`config.mk`:
```
export PLATFORM = sky130hd
export DESIGN_NAME = axi4_lite_read_slave_responder
export DESIGN_NICKNAME = d
export VERILOG_FILES = /design/src/rtl/axi4_lite_read_slave_responder.sv
export SDC_FILE = /design/constraint.sdc
export NUM_CORES = 2
export LEC_CHECK = 0
export BUFFER_PORTS_ARGS = -buffer_cell sky130_fd_sc_hd__buf_2
export CORE_MARGIN = 10
export CORE_UTILIZATION = 60
export DETAILED_ROUTE_END_ITERATION = 16
export GPL_TIMING_DRIVEN = 0
export MAX_ROUTING_LAYER = met4
export PLACE_DENSITY = 0.77
export SYNTH_ARGS = -nofsm -noshare
export SYNTH_HDL_FRONTEND = slang
export SYNTH_SLANG_ARGS = --single-unit
```
`constraint.sdc`:
```
create_clock -name aclk -period 3.35 [get_ports aclk]
set_input_delay 0.67 -clock aclk [delete_from_list [all_inputs] [get_ports aclk]]
set_output_delay 0.67 -clock aclk [all_outputs]
set_load 0.03 [all_outputs]
```
`src/rtl/axi4_lite_read_slave_responder.sv`:
```
// axi4_lite_read_slave_responder: AXI4-Lite read responder with register file, decode errors and programmable wait states
module axi4_lite_read_slave_responder #(
  parameter int ADDRESS_WIDTH = 32,
  parameter int DATA_WIDTH = 32,
  parameter int DELAY_WIDTH = 5,
  parameter logic [ADDRESS_WIDTH-1:0] MIN_ADDRESS = 'h00,
  parameter logic [ADDRESS_WIDTH-1:0] MAX_ADDRESS = 'hFF,
  parameter logic DEFAULT_READY = 1'b0,
  localparam int DEPTH = int'((MAX_ADDRESS - MIN_ADDRESS + 1) / 4),
  localparam int IDX_W = $clog2(DEPTH)
) (
  input  logic                     aclk,
  input  logic                     areset,
  input  logic [ADDRESS_WIDTH-1:0] araddr,
  input  logic [2:0]               arprot,
  input  logic                     arvalid,
  output logic                     arready,
  output logic [DATA_WIDTH-1:0]    rdata,
  output logic [1:0]               rresp,
  output logic                     rvalid,
  input  logic                     rready,
  input  logic [DELAY_WIDTH-1:0]   arready_delay,
  input  logic [DELAY_WIDTH-1:0]   rvalid_delay,
  input  logic                     mem_wr_en,
  input  logic [IDX_W-1:0]         mem_wr_idx,
  input  logic [DATA_WIDTH-1:0]    mem_wr_data,
  output logic [15:0]              rd_count,
  output logic [15:0]              err_count,
  output logic                     protocol_err
);
  typedef enum logic [1:0] {IDLE, AR_WAIT, R_DELAY, R_VALID} state_t;
  localparam logic [ADDRESS_WIDTH-1:0] SPAN = MAX_ADDRESS - MIN_ADDRESS;
  state_t state_q, state_d;
  logic [DELAY_WIDTH-1:0] cnt_q, cnt_d;
  logic arready_q, arready_d;
  logic [DATA_WIDTH-1:0] rdata_q, rdata_d;
  logic [1:0] rresp_q, rresp_d;
  logic [15:0] rd_count_q, rd_count_d, err_count_q, err_count_d;
  logic perr_q, perr_d;
  logic [DATA_WIDTH-1:0] mem_q [DEPTH];
  logic [ADDRESS_WIDTH:0] off;
  logic dec_err, slv_err, ar_hs, unused_ok;
  logic [IDX_W-1:0] rd_idx;
  // the extra top bit of off is the borrow, i.e. araddr below MIN_ADDRESS
  assign off = {1'b0, araddr} - {1'b0, MIN_ADDRESS};
  assign dec_err = off[ADDRESS_WIDTH] || (off[ADDRESS_WIDTH-1:0] > SPAN);
  assign slv_err = araddr[1:0] != 2'b00;
  assign rd_idx = off[IDX_W+1:2];
  assign ar_hs = arvalid && arready_q;
  assign unused_ok = ^arprot;
  always_comb begin
    state_d = state_q;
    cnt_d = cnt_q;
    rdata_d = rdata_q;
    rresp_d = rresp_q;
    rd_count_d = rd_count_q;
    err_count_d = err_count_q;
    perr_d = perr_q;
    if (ar_hs) begin
      rresp_d = dec_err ? 2'b11 : slv_err ? 2'b10 : 2'b00;
      rdata_d = (dec_err || slv_err) ? '0 : mem_q[rd_idx];
      state_d = (rvalid_delay == '0) ? R_VALID : R_DELAY;
      cnt_d = rvalid_delay - 1'b1;
    end else begin
      case (state_q)
        IDLE: if (!DEFAULT_READY && arvalid) begin
          state_d = AR_WAIT;
          cnt_d = arready_delay;
        end
        AR_WAIT: if (!arvalid) begin
          perr_d = 1'b1;
          state_d = IDLE;
        end else if (cnt_q != '0) cnt_d = cnt_q - 1'b1;
        R_DELAY: if (cnt_q == '0) state_d = R_VALID;
                 else cnt_d = cnt_q - 1'b1;
        R_VALID: if (rready) begin
          state_d = IDLE;
          rd_count_d = rd_count_q + 16'd1;
          err_count_d = (rresp_q != 2'b00) ? err_count_q + 16'd1 : err_count_q;
        end
        default: state_d = IDLE;
      endcase
    end
    arready_d = (state_d == IDLE && DEFAULT_READY) || (state_d == AR_WAIT && cnt_d == '0);
  end
  always_ff @(posedge aclk) begin
    if (areset) begin
      state_q <= IDLE;
      cnt_q <= '0;
      arready_q <= 1'b0;
      rdata_q <= '0;
      rresp_q <= 2'b00;
      rd_count_q <= '0;
      err_count_q <= '0;
      perr_q <= 1'b0;
      for (int i = 0; i < DEPTH; i++) mem_q[i] <= '0;
    end else begin
      state_q <= state_d;
      cnt_q <= cnt_d;
      arready_q <= arready_d;
      rdata_q <= rdata_d;
      rresp_q <= rresp_d;
      rd_count_q <= rd_count_d;
      err_count_q <= err_count_d;
      perr_q <= perr_d;
      if (mem_wr_en) mem_q[mem_wr_idx] <= mem_wr_data;
    end
  end
  assign arready = arready_q;
  assign rvalid = state_q == R_VALID;
  assign rdata = rdata_q;
  assign rresp = rresp_q;
  assign rd_count = rd_count_q;
  assign err_count = err_count_q;
  assign protocol_err = perr_q;
endmodule
```
==> metrics <==
run status=complete, but fails checks; violated checks=capacitance limit, slew limit, setup timing; vias after detailed routing=68.7k; share of the yosys chip area belonging to registers=64.9%; first element of the critical path=araddr[3]; Worst Reg2Reg Path Length in Cells=7; Top Family by Delay on Critical Path=compound AO/OA/AOI/OAI gates; area taken by multi-input logic gates=0.0315 mm²; commonest non-fill, non-tap cell in the layout=sky130_fd_sc_hd__and2_1; GR Overflow Total=0; layout overhead on the synthesized area=11.6%; post-synthesis async set-or-reset flop share=0%; cell at the root of the clock tree=sky130_fd_sc_hd__clkbuf_16; clock tree skew after final layout=0.0553 ns; cell leakage power=37.8 nW; leading cell types by total area after synthesis=sky130_fd_sc_hd__edfxtp_1 (63%), sky130_fd_sc_hd__and2_1 (13%), sky130_fd_sc_hd__mux4_2 (10%), sky130_fd_sc_hd__mux2i_1 (2.2%), sky130_fd_sc_hd__clkbuf_1 (1.8%); most prevalent standard cell on the critical path=sky130_fd_sc_hd__buf_4; first-pass GRT wire length=598 mm; Final HPWL DP=314 mm; clock edge transition at the registers on the reported setup and hold paths=0.06 ns; RSZ-0062 raised after global routing=true; number of warning messages in the yosys log=0; largest area contributor in the synthesized netlist=sky130_fd_sc_hd__edfxtp_1; initial antenna violation count=102; fraction of layout cells with a size suffix above 1=17.6%; critical-path cell list=buf_2 -> buf_4 -> buf_4 -> nor2b_2 -> nand2_1 -> o22ai_1 -> a2111oi_4 -> a32o_1; die area=0.178 mm²; post-route ant nets=0; min Tclk post-route=3.82 ns; row cnt=147; number of ports placed on the die boundary=157; cell area after layout=0.108 mm²; count of buffer and inverter cells on the critical path=3; clock buffers created by TritonCTS=212; summed negative setup slack over all endpoints=-27.22 ns; DRC violations left=0; total of max-cap violations=11; synthesized cell area=0.0971 mm²; global placement routability congestion=1.13; slowest cell on the critical path=sky130_fd_sc_hd__o22ai_1; Die X=422 µm; number of DRC markers in iteration 0=15.2k; slowest cell delay on critical path=1.06 ns; number of optimization iterations in the first detailed-route pass=9; number of cells on the critical path=8; final core utilization=67.4%; worst IR drop on VDD=0.572 mV; Period Utilization, post-route=114%; hold crit path type=in -> reg; data required time at the worst endpoint=4.15 ns; capture point of the worst path=rdata[18]; Layout Nets=6965; type of the worst setup path=in -> reg; top-area cell type share of the netlist area=63.3%; Hold Vio Cnt, Final=0; Net Count, Synth=6626; count of distinct cell types in the synthesized netlist=82; total of flip-flops plus latches after synthesis=2123; Worst-Margin Slew=1.77 ns; setup slack of the worst register-to-register path=0.04 ns; Post-Synthesis Mean Instance Area=14.9 µm²; level count of the clock H-tree=4; core area=0.161 mm²; DIE HEIGHT=422 µm; number of clock sinks=2123; commonest cells after routing, fill and taps aside=sky130_fd_sc_hd__and2_1 (2062), sky130_fd_sc_hd__edfxtp_1 (2048), sky130_fd_sc_hd__clkbuf_1 (460); vias in the first global route=62.8k; critical path capture point type=register; upper clock frequency limit=262 MHz; Crit Path Max Fanout=11; Placement Cell Area=0.101 mm²; launching element type of the critical path=input pin; routed wire length per instance=49.9 µm; CTS tree=built; final count of negative-setup-slack endpoints=298; largest net degree at the start of global routing=33; register area=0.0630 mm²; routed vias/inst=7.36; effective utilization at floorplan=60.4%; count of mapped cells out of synthesis=6534; setup ws final=-0.467 ns; Main synth FF type=sky130_fd_sc_hd__edfxtp_1; layout filler cell count=11.0k; CP arrival=4.62 ns; routed wire length=466 mm; startpoint of the worst register-to-register path=arready; power per standard cell area=567 mW/mm²; FF-to-FF End=rdata[16]; Pins Over Slew Limit=109; number of flops mapped to enable cells by yosys=2048; Max clock buf depth=3; combined global-route utilization of all metal layers=53.0%; number of port buffers=115; worst skew pair latency=0.92 ns; Max transition margin=-18.1%; Min-Delay Startpoint=rvalid_delay[1]
repair_timing:
item | CTS | global route
resized for setup | 139 | 53
pin swaps | 2 | 0
hold buffers | 0 | 0
endpoints found under the setup margin | 1590 | 519
buffers inserted | 8 | 0
routing by layer:
layer / vias to the layer above / share of wire [%] / track usage, %
met4: 0 / 12 / 47.1
met2: 7534 / 40 / 67.8
li1: 24730 / - / -
met1: 34332 / 30 / 57.9
met5: - / 0 / -
met3: 2100 / 18 / 30.1
stage by stage:
step	hold slack (ns)	std cells	setup slack, ns	total power, W
2_1_floorplan	0.563	6534	0.720	0.0338
3_3_place_gp	0.454	8809	-2.85	0.0370
3_5_place_dp	0.487	8814	-2.49	0.0372
4_1_cts	0.131	9214	-0.0627	0.0603
5_1_grt	0.167	9287	-0.0975	0.0617
6_report	0.153	9330	-0.467	0.0615
worst min-delay path: stages:
cell	delay, ns
sky130_fd_sc_hd__buf_2	0.11
sky130_fd_sc_hd__inv_1	0.05
sky130_fd_sc_hd__ha_1	0.11
sky130_fd_sc_hd__a211oi_1	0.06
kinds of logic (layout without fill, tap and decap cells):
| logic type | count (synthesis) | after routing | synth area share (%) |
|---|---|---|---|
| simple gates | 2686 | 2686 | 16.4 |
| flops | 2123 | 2123 | 64.9 |
| compound gates | 380 | 380 | 2.80 |
| other cells | 0 | 116 | 0 |
| buf+inv | 657 | 1177 | 3.20 |
| xor+xnor | 27 | 27 | 0.244 |
| mux | 657 | 657 | 12.4 |
| fa+ha+maj | 4 | 4 | 0.0515 |
power breakdown:
part	internal [W]	switching (W)	total (W)
sequential	0.0304	0.000439	0.0308
combinational	0.00158	0.00493	0.00651
clock	0.0132	0.0110	0.0242
cells in the mapped netlist, drive strengths merged (6+ instances only):
library cell / instances
nand2: 180
inv: 17
clkbuf: 453
mux2i: 217
or2: 64
dfxtp: 75
a32o: 7
nor2b: 21
a221o: 8
nand3: 72
and2: 2063
buf: 185
or3b: 6
a311oi: 6
a21oi: 68
a221oi: 40
and3: 7
nand2b: 11
mux4: 435
a32oi: 7
xor2: 15
o22ai: 26
a31oi: 12
a211oi: 18
o21ai: 51
nor2: 151
nor4: 23
o211ai: 6
a2111oi: 9
edfxtp: 2048
nand4: 25
nor3: 31
a22oi: 90
or3: 9
nand3b: 8
xnor2: 12
final cells by class:
type	instances	area share (%)
antenna	116	0.268
buffer	635	3.04
clock buffer	269	5.26
clock inverter	126	1.04
inverter	19	0.0693
multi-input combinational	3754	29.0
sequential	2123	58.1
tap	2160	2.49
timing repair buffer	128	0.667
state kept, by name (all words and copies together) (netlist names), 2 cells and up:
| signal | flops |
|---|---|
| rresp | 2 |
| rdata | 32 |
| state_q | 2 |
| cnt_q | 5 |
| mem_q | 2048 |
| err_count | 16 |
| rd_count | 16 |
how the worst min path moves through the flow:
stage / cells past startpoint / slack, ns / endpoint
final: 4 / 0.15 / cnt_q[1]
after global routing: 4 / 0.17 / cnt_q[1]
after CTS: 4 / 0.13 / cnt_q[1]
after detailed placement: 2 / 0.49 / rdata[16]
after global placement: 2 / 0.45 / protocol_err
after floorplan: 3 / 0.56 / arready
Power figures use the tool's default switching activity.
